<file path="src/rtl/regfile_bist_pkg.sv">
// Shared types, constants and pattern helper for the register-file BIST.
// Optional feature macro: REGFILE_BIST_INV_PASS_EN (adds the inverted-pattern pass).
package regfile_bist_pkg;

    localparam int          NUM_REGS_DEFAULT = 8;
    localparam logic [31:0] PAT_MULT         = 32'h0000_1111;

    typedef enum logic [1:0] {
        IDLE = 2'd0,
        WR   = 2'd1,
        RD   = 2'd2,
        DONE = 2'd3
    } state_t;

    // Test pattern for address a: (a+1) * 0x1111, bit-inverted when inv is set.
    // Returned at 32 bits; callers keep the low DATA_W bits.
    function automatic logic [31:0] pat(input logic [31:0] a, input logic inv);
        logic [31:0] p;
        p = (a + 32'd1) * PAT_MULT;
        return inv ? ~p : p;
    endfunction

endpackage

</file>
<file path="src/rtl/regfile_bist.sv">
// Register-file BIST initiator: writes a pattern to every entry, reads it back
// through ports A and B, and reports a verdict plus the first failing address.
// Optional feature macro: REGFILE_BIST_INV_PASS_EN -- when defined, a second
// pass repeats the write/read sweep with the inverted pattern.
//
// Handshake: Start is a level sampled only in IDLE; an accepted Start raises
// Busy from the next edge, and Busy stays high through WR, RD and DONE. Done is
// a one-cycle pulse in DONE; Pass/FailAddr hold their values from Done until
// the next accepted Start. Start outside IDLE is dropped, never queued.
module regfile_bist
    import regfile_bist_pkg::*;
#(
    parameter int DATA_W   = 16,
    parameter int ADDR_W   = 4,
    parameter int NUM_REGS = NUM_REGS_DEFAULT
) (
    input  logic              CLK,
    input  logic              RST_N,
    input  logic              Start,
    output logic              Busy,
    output logic              Done,
    output logic              Pass,
    output logic [ADDR_W-1:0] FailAddr,
    output logic              RfWrite,
    output logic [ADDR_W-1:0] RfWriteAddr,
    output logic [DATA_W-1:0] RfDataIn,
    output logic [ADDR_W-1:0] RfReadAddrA,
    output logic [ADDR_W-1:0] RfReadAddrB,
    input  logic [DATA_W-1:0] RfReadDataA,
    input  logic [DATA_W-1:0] RfReadDataB,
    output state_t            DbgState
);

    state_t            state, nextState;
    logic [ADDR_W-1:0] addr, nextAddr, addrNext;
    logic              passReg, nextPass;
    logic [ADDR_W-1:0] failReg, nextFail;
    logic              lastAddr;
    logic              inv;
    logic [31:0]       patA, patB;
    logic [DATA_W-1:0] expA, expB;

`ifdef REGFILE_BIST_INV_PASS_EN
    logic passCnt, nextPassCnt;
    assign inv = passCnt;
`else
    assign inv = 1'b0;
`endif

    // The wrap at the last tested entry is explicit so NUM_REGS need not be a power of two.
    assign lastAddr = (addr == ADDR_W'(NUM_REGS - 1));
    assign addrNext = lastAddr ? '0 : addr + ADDR_W'(1);
    assign patA     = pat(32'(addr), inv);
    assign patB     = pat(32'(addrNext), inv);
    assign expA     = patA[DATA_W-1:0];
    assign expB     = patB[DATA_W-1:0];

    assign Pass     = passReg;
    assign FailAddr = failReg;
    assign DbgState = state;

    // State, address counter, verdict registers (and pass counter when enabled).
    always_ff @(posedge CLK or negedge RST_N) begin
        if (!RST_N) begin
            state   <= IDLE;
            addr    <= '0;
            passReg <= 1'b0;
            failReg <= '0;
`ifdef REGFILE_BIST_INV_PASS_EN
            passCnt <= 1'b0;
`endif
        end else begin
            state   <= nextState;
            addr    <= nextAddr;
            passReg <= nextPass;
            failReg <= nextFail;
`ifdef REGFILE_BIST_INV_PASS_EN
            passCnt <= nextPassCnt;
`endif
        end
    end

    // Next-state logic and register-file port drive; ports idle at 0 outside their phase.
    always_comb begin
        nextState   = state;
        nextAddr    = addr;
        nextPass    = passReg;
        nextFail    = failReg;
`ifdef REGFILE_BIST_INV_PASS_EN
        nextPassCnt = passCnt;
`endif
        Busy        = (state != IDLE);
        Done        = 1'b0;
        RfWrite     = 1'b0;
        RfWriteAddr = '0;
        RfDataIn    = '0;
        RfReadAddrA = '0;
        RfReadAddrB = '0;
        case (state)
            IDLE: begin
                if (Start) begin
                    nextState   = WR;
                    nextAddr    = '0;
                    nextPass    = 1'b0;
                    nextFail    = '0;
`ifdef REGFILE_BIST_INV_PASS_EN
                    nextPassCnt = 1'b0;
`endif
                end
            end
            WR: begin
                RfWrite     = 1'b1;
                RfWriteAddr = addr;
                RfDataIn    = expA;
                nextAddr    = addrNext;
                if (lastAddr) nextState = RD;
            end
            RD: begin
                RfReadAddrA = addr;
                RfReadAddrB = addrNext;
                nextAddr    = addrNext;
                if (RfReadDataA != expA) begin
                    nextState = DONE;
                    nextPass  = 1'b0;
                    nextFail  = addr;
                end else if (RfReadDataB != expB) begin
                    nextState = DONE;
                    nextPass  = 1'b0;
                    nextFail  = addrNext;
                end else if (lastAddr) begin
`ifdef REGFILE_BIST_INV_PASS_EN
                    if (!passCnt) begin
                        nextState   = WR;
                        nextPassCnt = 1'b1;
                    end else begin
                        nextState = DONE;
                        nextPass  = 1'b1;
                    end
`else
                    nextState = DONE;
                    nextPass  = 1'b1;
`endif
                end
            end
            DONE: begin
                Done      = 1'b1;
                nextState = IDLE;
            end
            default: nextState = IDLE;
        endcase
    end

endmodule

</file>
<file path="config.mk">
export PLATFORM = sky130hd
export DESIGN_NAME = regfile_bist
export DESIGN_NICKNAME = d
export VERILOG_FILES = /design/src/rtl/regfile_bist_pkg.sv /design/src/rtl/regfile_bist.sv
export SDC_FILE = /design/constraint.sdc
export NUM_CORES = 1
export LEC_CHECK = 0
export ABC_AREA = 1
export BUFFER_PORTS_ARGS = -buffer_cell sky130_fd_sc_hd__buf_2
export CORE_MARGIN = 3
export CORE_UTILIZATION = 40
export DETAILED_ROUTE_END_ITERATION = 8
export GPL_TIMING_DRIVEN = 0
export PLACE_DENSITY = 0.68
export SETUP_SLACK_MARGIN = 0.15
export SKIP_CTS_REPAIR_TIMING = 1
export SLEW_MARGIN = 20
export SYNTH_ARGS = -nofsm -noshare
export SYNTH_HDL_FRONTEND = slang
export SYNTH_SLANG_ARGS = --single-unit
</file>
<file path="constraint.sdc">
create_clock -name CLK -period 6.45 [get_ports CLK]
set_input_delay 0.645 -clock CLK [delete_from_list [all_inputs] [get_ports CLK]]
set_output_delay 0.645 -clock CLK [all_outputs]
set_load 0.1 [all_outputs]
</file>
==> impl_metrics.ini, run 1 <==
[run_status]
outcome = completed

[clocking]
cts_htree_levels = 1
cts_tree = yes
cts_num_sinks = 11
numCtsBuffers = 3
cts_buffer_depth = 2
clkLatencyLatePin_ns = 0.24
path_clk_slew_ns = 0.05
root_buffer = clkbuf_8

[route]
dr.pass1.iters = 4
ant_nets = 0
wirelength_mm = 4.535
vias = 1951
viasPerCell = 4.679
wl_per_cell_um = 10.88
drtIter0Drc = 31
drcViolationCount = 0

[synth]
syn_avg_cell_area_um2 = 6.209
ys_seq_elements = 11
yosysWarnings = 0
synth.top_cell.area_share = 0.1683
synthCells = 291
yosys.cell_types.count = 34
synth_fp_nets = 338
synth.cell_area_um2 = 1807
synth_top_cell_by_area = nand2_1
ys_seq_area_frac = 0.1524
synth_area_leaders = nand2_1, dfrtp_1, inv_1, ha_1, nand3_1

[placed_design]
dpl_cell_area_um2 = 2230
place_congestion = 0.7874
dp_hpwl_mm = 3.798
port_buffers = 72

[die]
io-pin-count = 73
initial_core_util = 0.4330
dieHeight_um = 73.21
dieArea_um2 = 5359
die-width_um = 73.21
std_cell_rows = 23
core_um2 = 4173

[timing]
relSlewSlack = 0.6381
setup_tns_ns = 0
tightest_slew_ns = 0.5372
finClkSkew_ns = 0.005057
period_share = 0.5150
maxSlewViolCount = 0
setup_viol = 0
hold_viol = 0
finalCriticalPeriod_ns = 3.322
max_freq_mhz = 301.0
rsz0062_at_grt = false

[critical_path]
cp_max_fo = 9
ff2ff_path_depth = 21
cp_data_arrival_time_ns = 2.68
cp-end-kind = output port
cp.required_ns = 5.80
critPathLaunch = addr[1]$_DFFE_PN0P_
rrSetupSlack_ns = 3.17
r2r_end = FailAddr[1]$_DFFE_PN0P_
startpoint_type = register
setup.worst_path.class = reg2out
reg2reg_from = addr[1]$_DFFE_PN0P_

[global_routing]
grt_pass1_wl_mm = 7.741
antenna_found_initial = 0
grtUsageTotal = 0.1795
grt_max_degree = 12
grt_pass1_vias = 1838
grt_overflow_total = 0

[layout]
final_common_cell = nand2_1
layout.cells.most_common_list = nand2_1, buf_2, inv_1
syn2layout_area_growth_pct = 25.90
diodes = 0
fin_nets = 415
fin_area_um2 = 2275
drive_gt1_frac = 0.3460

[hold_path]
hp-class = in2async

[flow_run]
max_cap_viol_count = 0
## cell families after synthesis
| kind of cell | after synthesis | share of synthesized area |
|---|---|---|
| buf+inv | 64 | 0.1648 |
| compound gates | 20 | 0.06856 |
| xor+xnor | 7 | 0.03809 |
| flops | 11 | 0.1524 |
| simple gates | 177 | 0.4931 |
| fa+ha+maj | 12 | 0.08310 |
## worst max path at each step
stage,end,slack [ns]
2_1_floorplan,RfDataIn[12],1.44
3_3_place_gp,FailAddr[1]$_DFFE_PN0P_,3.29
3_5_place_dp,FailAddr[1]$_DFFE_PN0P_,3.19
4_1_cts,RfDataIn[15],3.13
5_1_grt,FailAddr[1]$_DFFE_PN0P_,2.78
6_report,RfDataIn[15],3.13
## metrics by stage
stage                     cells  hold slack [ns]    util  worst slack [ns]
after detailed placement    413           0.4655  0.5343             3.185
after CTS                   417           0.2773  0.5451             3.125
final                       417           0.2700  0.5451             3.128
after global placement      413           0.4589  0.5343             3.293
after global routing        417           0.2792  0.5451             2.782
after floorplan             291           0.3494       -             1.437
## area by class of cell
| class | instances | area (um2) |
|---|---|---|
| fillers | 436 | 1898 |
| multi-input cells | 216 | 1234 |
| repair buffers | 72 | 360.3 |
| flip-flops and latches | 11 | 275.3 |
| inverters | 51 | 196.4 |
| plain buffers | 13 | 101.3 |
| well taps | 50 | 62.56 |
| clock buffers | 4 | 45.04 |
## critical path, cell delays in order, from the launching register on
cell     delay, ns
dfrtp_1       0.53
ha_1          0.29
nand2_2       0.12
nor2_1        0.11
ha_1          0.15
inv_1         0.04
nor2_1        0.20
ha_1          0.24
xor2_2        0.09
nor2_1        0.12
buf_4         0.12
buf_2         0.41
## routing by layer
layer | GRT usage | share of wire | up-vias
met4 | 0.03074 | 0.0060 | 0
met5 | 0 | 0 | -
met2 | 0.3287 | 0.47 | 58
li1 | - | - | 1043
met3 | 0.03994 | 0.076 | 5
met1 | 0.2142 | 0.45 | 845
## cells in the mapped netlist
| cell type | count |
|---|---|
| o21ai_2 | 1 |
| a22oi_1 | 1 |
| dfrtp_1 | 11 |
| nor2_1 | 27 |
| nand4_1 | 2 |
| nand3_4 | 2 |
| nor2_2 | 5 |
| nand4_2 | 1 |
| a21oi_1 | 3 |
| o21bai_1 | 1 |
| o21ai_1 | 1 |
| nand2_4 | 4 |
| nand3b_1 | 5 |
| xor2_2 | 1 |
| nor3_1 | 1 |
| xnor2_1 | 2 |
| or2_2 | 3 |
| ha_1 | 12 |
| xor2_1 | 4 |
| clkbuf_1 | 2 |
| inv_2 | 4 |
| nand3_2 | 3 |
| nand2_1 | 81 |
| inv_6 | 1 |
| o21ai_0 | 9 |
| inv_1 | 46 |
| nand2_2 | 12 |
| buf_4 | 8 |
| o21ai_4 | 1 |
| nor2_4 | 2 |
| o22ai_1 | 3 |
| buf_6 | 3 |
| nand3_1 | 28 |
| nor2_8 | 1 |
## sequential cells by signal (all words and copies together) (netlist names)
register	cells
FailAddr	4
addr	4
Pass	1
DbgState	2
Power of run 1 is not shown: default switching activity piles up to over one toggle a cycle in this logic, so the estimate is an artifact.
==> run 2, diff against run 1 <==
clock period = 3.1 ns   (was 6.45 ns; I/O delays follow)
==> run 2 against run 1 <==
  * Core utilization increased by 8.4 points
  * Flip-flop and latch count unchanged
  * Clock skew decreased by 0.0019 ns
  * Die area unchanged
  * Clock-buffer cell count unchanged
  * Cell area increased by 15%
  * Hold slack improved by 0.20 ns
  * Worst setup slack got worse by 2.9 ns
  * Global-route usage decreased by 0.25 points
  * Critical endpoint is now FailAddr[1]$_DFFE_PN0P_
==> impl_metrics.ini, run 2 (synthesized netlist as in run 1, its figures left out) <==
[route]
drtIter0Drc = 40
dr.pass1.iters = 4
ant_nets = 0
drcViolationCount = 0
viasPerCell = 4.700
wirelength_mm = 4.943
vias = 2054
wl_per_cell_um = 11.31

[critical_path]
cp-end-kind = register
startpoint_type = register
setup.worst_path.class = reg2reg
cp_data_arrival_time_ns = 3.03
cp.required_ns = 3.23
r2r_end = FailAddr[1]$_DFFE_PN0P_
rrSetupSlack_ns = 0.20
reg2reg_from = addr[0]$_DFFE_PN0P_
cp_max_fo = 5
ff2ff_path_depth = 22

[timing]
relSlewSlack = 0.5780
finalCriticalPeriod_ns = 2.899
tightest_slew_ns = 0.6263
max_freq_mhz = 345.0
maxSlewViolCount = 0
hold_viol = 0
setup_viol = 0
finClkSkew_ns = 0.003204
rsz0062_at_grt = true
worst_slack_ns = 0.2013
period_share = 0.9351

[clocking]
numCtsBuffers = 3
cts_tree = yes
root_buffer = clkbuf_8
cts_buffer_depth = 2
clkLatencyLatePin_ns = 0.24
cts_htree_levels = 1
path_clk_slew_ns = 0.05
cts_num_sinks = 11

[run_status]
outcome = completed

[die]
dieHeight_um = 73.21
std_cell_rows = 23
io-pin-count = 73
die-width_um = 73.21
dieArea_um2 = 5359
initial_core_util = 0.4330
core_um2 = 4173

[hold_path]
hold_end = FailAddr[1]$_DFFE_PN0P_
hp-class = reg2reg
hold_depth = 2
min_from = FailAddr[1]$_DFFE_PN0P_

[layout]
diodes = 0
final_common_cell = nand2_1
post-route-util = 0.6294
drive_gt1_frac = 0.4470
layout.cells.most_common_list = nand2_1, buf_2, inv_1
syn2layout_area_growth_pct = 45.36
fin_nets = 435

[global_routing]
grt_pass1_vias = 1836
grt_pass1_wl_mm = 7.679
grtUsageTotal = 0.1770
antenna_found_initial = 0
grt_max_degree = 12
grt_overflow_total = 0

[placed_design]
place_congestion = 0.7952
port_buffers = 72
dp_hpwl_mm = 3.798
pre_cts_slack_ns = -0.1334

[flow_run]
max_cap_viol_count = 0
==> run 2: changes by cell type in the layout (fill, tap and decap cells not counted), moves of 3 or more <==
| cell | delta |
|---|---|
| nor2_2 | +4 |
| ha_4 | +4 |
| buf_4 | +17 |
| ha_1 | -5 |
| nor2_4 | +5 |
| dfrtp_1 | -3 |
| dfrtp_2 | +3 |
| nor2_1 | -9 |
==> run 2: final cells by class <==
cell class | count | area (um2)
Timing Repair Buffer | 92 | 516.7
Inverter | 51 | 209.0
Fill cell | 383 | 1546
Clock buffer | 4 | 45.04
Sequential cell | 11 | 279.0
Tap cell | 50 | 62.56
Buffer | 13 | 108.9
Multi-Input combinational cell | 216 | 1405
==> run 2: worst max path at each step <==
stage	startpoint	end	depth (start not counted)
3_3_place_gp	addr[1]$_DFFE_PN0P_	FailAddr[1]$_DFFE_PN0P_	21
2_1_floorplan	DbgState[0]$_DFFE_PN0P_	FailAddr[1]$_DFFE_PN0P_	9
3_5_place_dp	addr[1]$_DFFE_PN0P_	FailAddr[1]$_DFFE_PN0P_	21
6_report	addr[0]$_DFFE_PN0P_	FailAddr[1]$_DFFE_PN0P_	22
4_1_cts	addr[1]$_DFFE_PN0P_	FailAddr[1]$_DFFE_PN0P_	21
5_1_grt	addr[0]$_DFFE_PN0P_	FailAddr[1]$_DFFE_PN0P_	22
==> run 2: worst max-delay path, cell delays in order (launching register included) <==
cell and delay, ns:
dfrtp_1 0.41, buf_6 0.16, buf_6 0.11, nand3_4 0.07, nand2_4 0.08, nand2_4 0.05, nor3_4 0.18, ha_2 0.21
nand3_4 0.08, inv_4 0.06, ha_4 0.20, o21ai_2 0.10, nand2_1 0.06, nor2_1 0.11, nand3_1 0.09, nor2_2 0.11
nand3_2 0.09, nor2_4 0.13, nand3_4 0.15, nor2_4 0.16, nor2_4 0.06, nand2_1 0.06, nand2_1 0.05
==> run 2: through the flow <==
step	cells	TNS (ns)	hold WS, ns	area (um2)
final	437	0	0.4705	2626
after global placement	413	-0.2388	0.1954	2281
after floorplan	291	-0.05905	0.01441	1858
after CTS	417	-0.9142	-0.06285	2326
after detailed placement	413	-0.8461	0.1919	2281
after global routing	437	-0.01015	0.4887	2626
==> run 2: routing by layer <==
layer | track usage | wire length (um)
met1 | 0.2269 | 2181
met2 | 0.3069 | 2309
met3 | 0.03168 | 387
met4 | 0.03893 | 65
met5 | 0 | 0
Power of run 2 is left out for the same reason.
